File: src/rtl/reg_file_pkg.sv
// Shared constants and types for the reg_file_sb register file.
package reg_file_pkg;

    localparam int DEF_DATA_W   = 8;
    localparam int DEF_NUM_REGS = 16;

    typedef enum logic {IDLE, CLEAR} clr_state_t;

    // Symbolic register indices for the 16-entry default file.
    localparam logic [3:0] RX  = 4'd0;
    localparam logic [3:0] R1  = 4'd1;
    localparam logic [3:0] R2  = 4'd2;
    localparam logic [3:0] R3  = 4'd3;
    localparam logic [3:0] R4  = 4'd4;
    localparam logic [3:0] R5  = 4'd5;
    localparam logic [3:0] R6  = 4'd6;
    localparam logic [3:0] R7  = 4'd7;
    localparam logic [3:0] R8  = 4'd8;
    localparam logic [3:0] R9  = 4'd9;
    localparam logic [3:0] R10 = 4'd10;
    localparam logic [3:0] R11 = 4'd11;
    localparam logic [3:0] R12 = 4'd12;
    localparam logic [3:0] R13 = 4'd13;
    localparam logic [3:0] R14 = 4'd14;
    localparam logic [3:0] RM  = 4'd15;

endpackage

File: src/rtl/reg_file_scoreboard.sv
// Scoreboard of outstanding loads: one busy bit per register.
// mark (load issued) beats ld (load returned) on the same register; the clear
// engine zeroes one bit per cycle and blocks all other updates meanwhile.
module reg_file_scoreboard
    import reg_file_pkg::*;
#(
    parameter int NUM_REGS = DEF_NUM_REGS,
    localparam int ADDR_W  = $clog2(NUM_REGS)
) (
    input  logic                clk,
    input  logic                reset,
    input  logic                mark_en,
    input  logic [ADDR_W-1:0]   mark_addr,
    input  logic                ld_en,
    input  logic [ADDR_W-1:0]   ld_addr,
    input  logic                clr_active,
    input  logic [ADDR_W-1:0]   clr_idx,
    output logic [NUM_REGS-1:0] busy_vec
);

    logic [NUM_REGS-1:0] busy_q;

    // Busy bits: clear-engine zeroing, else ld clears then mark sets (mark wins).
    always_ff @(posedge clk or posedge reset) begin
        if (reset) begin
            busy_q <= '0;
        end else if (clr_active) begin
            busy_q[clr_idx] <= 1'b0;
        end else begin
            if (ld_en) begin
                busy_q[ld_addr] <= 1'b0;
            end
            if (mark_en) begin
                busy_q[mark_addr] <= 1'b1;
            end
        end
    end

    assign busy_vec = busy_q;

endmodule

File: src/rtl/reg_file_sb.sv
// Two-write-port register file with load scoreboard and sequenced soft clear.
// Optional macro WRITE_BYPASS_EN forwards same-cycle write data and load
// completion onto the read ports (suppressed while clearing).
module reg_file_sb
    import reg_file_pkg::*;
#(
    parameter int DATA_W   = DEF_DATA_W,
    parameter int NUM_REGS = DEF_NUM_REGS,
    localparam int ADDR_W  = $clog2(NUM_REGS)
) (
    input  logic                clk,
    input  logic                reset,
    input  logic                wr_en,
    input  logic [ADDR_W-1:0]   wr_addr,
    input  logic [DATA_W-1:0]   wr_data,
    input  logic                ld_en,
    input  logic [ADDR_W-1:0]   ld_addr,
    input  logic [DATA_W-1:0]   ld_data,
    input  logic                mark_en,
    input  logic [ADDR_W-1:0]   mark_addr,
    input  logic [ADDR_W-1:0]   rd_addr1,
    input  logic [ADDR_W-1:0]   rd_addr2,
    output logic [DATA_W-1:0]   rd_data1,
    output logic [DATA_W-1:0]   rd_data2,
    output logic                rd_busy1,
    output logic                rd_busy2,
    input  logic                clr_req,
    output logic                clr_busy,
    output logic [NUM_REGS-1:0] busy_vec
);

    localparam logic [ADDR_W-1:0] LAST_IDX = ADDR_W'(NUM_REGS - 1);

    clr_state_t          state_q, state_d;
    logic [ADDR_W-1:0]   clr_idx_q;
    logic                clr_active;
    logic [DATA_W-1:0]   regs [NUM_REGS];

    // Clear FSM state register.
    always_ff @(posedge clk or posedge reset) begin
        if (reset) begin
            state_q <= IDLE;
        end else begin
            state_q <= state_d;
        end
    end

    // Clear FSM next state: clr_req only matters in IDLE.
    always_comb begin
        state_d = state_q;
        case (state_q)
            IDLE:    if (clr_req) state_d = CLEAR;
            CLEAR:   if (clr_idx_q == LAST_IDX) state_d = IDLE;
            default: state_d = IDLE;
        endcase
    end

    // Clear FSM outputs.
    always_comb begin
        clr_active = (state_q == CLEAR);
        clr_busy   = clr_active;
    end

    // Clear index walks 0..NUM_REGS-1 and parks at 0 for the next sequence.
    always_ff @(posedge clk or posedge reset) begin
        if (reset) begin
            clr_idx_q <= '0;
        end else if (clr_active) begin
            clr_idx_q <= (clr_idx_q == LAST_IDX) ? '0 : clr_idx_q + 1'b1;
        end
    end

    // Data array: port B first, port A last so A wins on an address collision.
    always_ff @(posedge clk or posedge reset) begin
        if (reset) begin
            for (int i = 0; i < NUM_REGS; i++) begin
                regs[i] <= '0;
            end
        end else if (clr_active) begin
            regs[clr_idx_q] <= '0;
        end else begin
            if (ld_en) begin
                regs[ld_addr] <= ld_data;
            end
            if (wr_en) begin
                regs[wr_addr] <= wr_data;
            end
        end
    end

    reg_file_scoreboard #(
        .NUM_REGS (NUM_REGS)
    ) u_scoreboard (
        .clk        (clk),
        .reset      (reset),
        .mark_en    (mark_en),
        .mark_addr  (mark_addr),
        .ld_en      (ld_en),
        .ld_addr    (ld_addr),
        .clr_active (clr_active),
        .clr_idx    (clr_idx_q),
        .busy_vec   (busy_vec)
    );

    // Read ports: registered state, optionally overridden by same-cycle writes.
    always_comb begin
        rd_data1 = regs[rd_addr1];
        rd_data2 = regs[rd_addr2];
        rd_busy1 = busy_vec[rd_addr1];
        rd_busy2 = busy_vec[rd_addr2];
`ifdef WRITE_BYPASS_EN
        if (!clr_active) begin
            if (wr_en && (wr_addr == rd_addr1)) begin
                rd_data1 = wr_data;
            end else if (ld_en && (ld_addr == rd_addr1)) begin
                rd_data1 = ld_data;
            end
            if (wr_en && (wr_addr == rd_addr2)) begin
                rd_data2 = wr_data;
            end else if (ld_en && (ld_addr == rd_addr2)) begin
                rd_data2 = ld_data;
            end
            // A returning load frees the register unless it is re-marked this cycle.
            if (ld_en && (ld_addr == rd_addr1) && !(mark_en && (mark_addr == rd_addr1))) begin
                rd_busy1 = 1'b0;
            end
            if (ld_en && (ld_addr == rd_addr2) && !(mark_en && (mark_addr == rd_addr2))) begin
                rd_busy2 = 1'b0;
            end
        end
`endif
    end

endmodule

File: config.mk
export PLATFORM = sky130hd
export DESIGN_NAME = reg_file_sb
export DESIGN_NICKNAME = d
export VERILOG_FILES = /design/src/rtl/reg_file_pkg.sv /design/src/rtl/reg_file_scoreboard.sv /design/src/rtl/reg_file_sb.sv
export SDC_FILE = /design/constraint.sdc
export NUM_CORES = 1
export LEC_CHECK = 0
export BUFFER_PORTS_ARGS = -buffer_cell sky130_fd_sc_hd__buf_2
export CORE_MARGIN = 1.5
export CORE_UTILIZATION = 50
export DETAILED_ROUTE_END_ITERATION = 8
export GPL_ROUTABILITY_DRIVEN = 0
export HOLD_SLACK_MARGIN = 0.08
export PLACE_DENSITY = 0.69
export SLEW_MARGIN = 25
export SYNTH_ARGS = -nofsm -noshare
export SYNTH_HDL_FRONTEND = slang
export SYNTH_SLANG_ARGS = --single-unit
File: constraint.sdc
create_clock -name clk -period 4.2 [get_ports clk]
set_clock_uncertainty 0.1 [all_clocks]
set_input_delay 0.21 -clock clk [delete_from_list [all_inputs] [get_ports clk]]
set_output_delay 0.21 -clock clk [all_outputs]
set_load 0.02 [all_outputs]
# [Yosys cells after proc, flatten, opt, wreduce, memory -nomap -nowiden]
# Index checks and enable logic that the tools add are counted.
[word_totals] in_bits=42 register_bits=149 elab_cells=92 out_inout_bits=35
[classes] magnitude_cmp=16 eq_ne=1 reduce_logical=6 n_bitwise=13 mux=36 add_sub_neg=1
[ops] operator="$mux W128" count=4
[ops] operator="$bwmux W128" count=2
[ops] operator="$and A128 B128 Y128" count=1
[ops] operator="$not A128 Y128" count=1
[ops] operator="$demux W8 S4" count=3
[ops] operator="$bmux W8 S4" count=2
[ops] operator="$mux W16" count=4
[ops] operator="$mux W8" count=7
[ops] operator="$and A16 B16 Y16" count=2
[ops] operator="$not A16 Y16" count=2
[ops] operator="$ge A5 B5 Y1 const B" count=5
[ops] operator="$lt A4 B5 Y1 const B" count=5
[ops] operator="$not A4 Y5" count=5
[ops] operator="$or A16 B16 Y16" count=1
[ops] operator="$lt A5 B1 Y1 const B" count=3
[ops] operator="$demux W1 S4" count=3
[ops] operator="$ge A4 B1 Y1 const B" count=3
[ops] operator="$bmux W1 S4" count=2
[ops] operator="$mux W1" count=7
[ops] operator="$logic_and A1 B1 Y1" count=6
[ops] operator="$add A4 B1 Y4 const B" count=1
[ops] operator="$eq A4 B4 Y1 const B" count=1
[ops] operator="$mux W4" count=1
[ops] operator="$pmux W1 S2" count=1
[ops] operator="$not A1 Y1" count=1

# [Depth between registers and ports, before layout]
[logic_depth] word_depth=11 mapped_depth=7 depth_no_buf=6

# [Modules after synthesis]
# Synthesis repeated with hierarchy kept, for this count alone.
[unflattened] hier_cells=1172 hier_area_um2=10676.5
[by_module_without_submodules] mod="reg_file_sb" instances=1 cells_each=1065 area_per_inst_um2=9739.3 seq_area_each_um2=3328.2
[by_module_without_submodules] mod="reg_file_scoreboard" instances=1 cells_each=107 area_per_inst_um2=937.1 seq_area_each_um2=400.4

# [Worst setup path before layout]
# Ideal clock, no wire load.
[synth_path] path_type="in2out" start="in rd_addr1[0]" end="out rd_data1[6]" required_ns=3.890 n_path_buf=2 path_slack_ns=2.327 cell_stages=5 arrival_ns=1.563 path_cell_list="buf_2 -> buf_2 -> mux4_2 -> a22oi_1 -> nand2_1"
[synth_via] elab_chain_cells=4
[synth_lines] element="start: declaration" line_no="reg_file_sb.sv:21" text="input logic [ADDR_W-1:0] rd_addr1,"
[synth_lines] element="$not A4 Y5 (implied by the code)" line_no="reg_file_sb.sv:107" text="rd_data1 = regs[rd_addr1];"
[synth_lines] element="$bmux W8 S4" line_no="reg_file_sb.sv:107"
[synth_lines] element="$mux W8 (implied by the code) (2 in series)" line_no="reg_file_sb.sv:107"
[synth_lines] element="end: declaration" line_no="reg_file_sb.sv:23" text="output logic [DATA_W-1:0] rd_data1,"
# No other way between the ends. The select of a mux whose other input is x is not followed.

# [Worst setup path after layout]
[layout_path] start="in rd_addr1[0]" end="out rd_data1[0]"
# Same word-level chain as after synthesis.

==> results.cfg <==
[global_routing]
grt_pass1_vias = 10400
grt_pass1_wl_mm = 65.5
antenna_found_initial = 1
grt_start_max_net_pins = 81
grt_usage_pct = 39.6
gr-total-overflow = 0

[setup_path]
max_stage_delay_ns = 0.57
worstPathMaxFanout = 20
critPathKind = input port to output pin
critPathCaptureType = output pin
crit_path_start_kind = input port
required_ns = 3.89
crit_family = buffers and inverters
critPathSlowestCell = buf_2
worst_path_most_repeated_cell = buf_2
crit_chain = buf_2 -> buf_4 -> mux4_2 -> a22oi_1 -> nand2_1 -> buf_2
worst-path-buf-inv = 3
crit_arrival_ns = 2.29

[die]
die_h_um = 150
die_area_um2 = 22600
num_rows = 53
num_io_pins = 77
die_x_um = 150
core_area_um2 = 21200
start_util_pct = 51.3

[outcome]
outcome = complete, no violations

[yosys]
synth-seq-area-share_pct = 34.4
syn_nets = 1265
synth-edff-count = 0
ys_warn_count = 0
netlist_instances = 1219
syn_area_um2 = 10900
ys_async_sr_fraction_pct = 100
ys_types = 45
ys_ff_latch = 149
synth_area_per_cell_um2 = 8.90
synth-main-ff-cell = dfrtp_1

[layout]
area_growth_pct = 8.07
stdcell_count = 1502
layout_commonest_cell = nand2_1
drive_above_1_share_pct = 17.2
nFillCells = 1916
final_area_um2 = 11700
nets = 1259
layout_common_cells = 193 x nand2_1, 182 x nor2_1, 148 x dfrtp_1

[power]
netSwitchingFraction_pct = 44.5
irDropWorstVdd_mv = 0.538
power.total_w = 0.00681
power.leakage_nw = 4.59
pwr-share-seq_pct = 38.4
p_sw_w = 0.00303
p_clk_share_pct = 22.2
p_comb_share_pct = 39.4
p_int_w = 0.00378
powerDensity_nw_per_um2 = 580

[clock_network]
clock_latency_ns = 0.44
cts_tree = yes
cts_buffers = 17
cts.sinks = 149
cts_root_buf = clkbuf_16
max-clock-path-buffers = 2
path_clk_slew_ns = 0.07
h-tree-depth = 4
cts-resized-gates = 0

[sta]
maxSlewViolCount = 0
clock.fmax_ghz = 0.385
slew_headroom_pct = 30.9
layout_setup_ws_ns = 1.60
period_needed_ns = 2.60
setup_tns_ns = 0
fin_crit_sh_pct = 61.8
hold_violations = 0
tightest_slew_ns = 1.04
setup_violations = 0
rsz0062_at_grt = false

[route]
wl_mm = 43.5
drt_iter0_drc = 1906
post_drt_wl_per_cell_um = 29.0
drc = 0
antenna_left = 0
vias = 11300
drtPass1Iterations = 5
vias_per_cell = 7.53

[placed_design]
dp.cells = 1467
place_ws_ns = 1.60
io_buffer_count = 76
dp_hpwl_mm = 29.6
place_area_um2 = 11100

[run]
drv_cap = 0

[worst_hold_path]
hp-class = input port to flop
synthesized netlist by cell type (4+ instances only):
master     instances  area [µm²]
nor3_2             4        40.0
and2_1            15        93.8
buf_4              8        60.1
nand2b_1           5        31.3
nor2b_1           15        93.8
a221oi_1          48         420
buf_1             13        48.8
mux4_2            72        1620
and3b_1            4        35.0
clkbuf_1          64         240
o22ai_1           65         407
nand4bb_1          4        45.0
buf_2             23         115
dfrtp_1          149        3730
inv_1              4        15.0
nand4b_1           4        35.0
a211oi_1          26         195
o31ai_2            6        75.1
a21oi_1           99         495
nand3_1           10        50.1
nor2_1           182         683
a22oi_1           36         270
and3_1             6        37.5
nand3_2            4        40.0
nand2_1          193         724
ha_1               4        50.1
or4b_1             4        40.0
o31ai_1          122         916
a32oi_1            4        35.0
final cells by class:
cell class | count | area [µm²] | area share (%)
multi-input cells | 955 | 6610 | 56.4
flip-flops and latches | 149 | 3730 | 31.8
inverters | 4 | 18.8 | 0.160
clock inverters | 12 | 92.6 | 0.789
well taps | 275 | 344 | 2.93
repair buffers | 86 | 460 | 3.93
clock buffers | 20 | 467 | 3.98
diodes | 1 | 2.50 | 0.0213
power by group through the flow:
stage	Sequential, W	Combinational [W]	Clock (W)
global placement	0.00255	0.00255	0
finish	0.00261	0.00268	0.00151
detailed placement	0.00257	0.00261	0
global route	0.00264	0.00289	0.00157
floorplan	0.00236	0.00188	0
CTS	0.00255	0.00262	0.00151
cell families after synthesis:
group                      Yosys count  synth area share [%]
buffers and inverters              115                  4.73
adders and majority gates            4                 0.461
xor gates and xnor gates             1                0.0807
and+or+nand+nor                    466                  19.1
DFF                                149                  34.4
muxes                               72                  14.9
AOI/OAI and AO/OA                  412                  26.3
registers in the layout, summed over array words and instances (netlist names):
signal	flops
u_scoreboard.busy_vec	16
regs	128
clr_busy	1
clr_idx_q	4
stage by stage:
stage | util (%) | hold WS [ns]
final | 55.4 | 0.102
after global routing | 55.4 | 0.133
after CTS | 55.4 | 0.0895
after detailed placement | 52.7 | 0.246
after global placement | 52.7 | 0.243
after floorplan | - | 0.231
layer usage:
layer	vias to the layer above	global-route usage (%)	part of all wire, %
met5	-	0	0
met4	0	20.7	5.7
met3	168	11.3	17
met2	1091	54.8	41
met1	5397	56.0	37
li1	4653	-	-
tightest hold or removal path, stage by stage:
cell,delay (ns)
buf_2,0.14
a32oi_1,0.17
a21oi_1,0.08
what timing repair did:
| item | CTS | global route |
|---|---|---|
| setup buffers | 0 | 0 |
| hold endpoints to repair | 28 | 0 |
| hold buffers | 2 | 0 |
final timing paths:
kind,start,cells past startpoint,endpoint,slack [ns]
max,rd_addr1[0],6,rd_data1[0],1.60
min,mark_addr[2],3,u_scoreboard.busy_vec[13],0.10
max reg2reg,clr_busy,3,regs[125],1.76
min reg2reg,regs[105],2,regs[105],0.44
max in group asynchronous,reset,4,regs[32],2.47
min in group asynchronous,reset,3,regs[92],0.33
No activity file was read; power rests on OpenSTA's default activity.
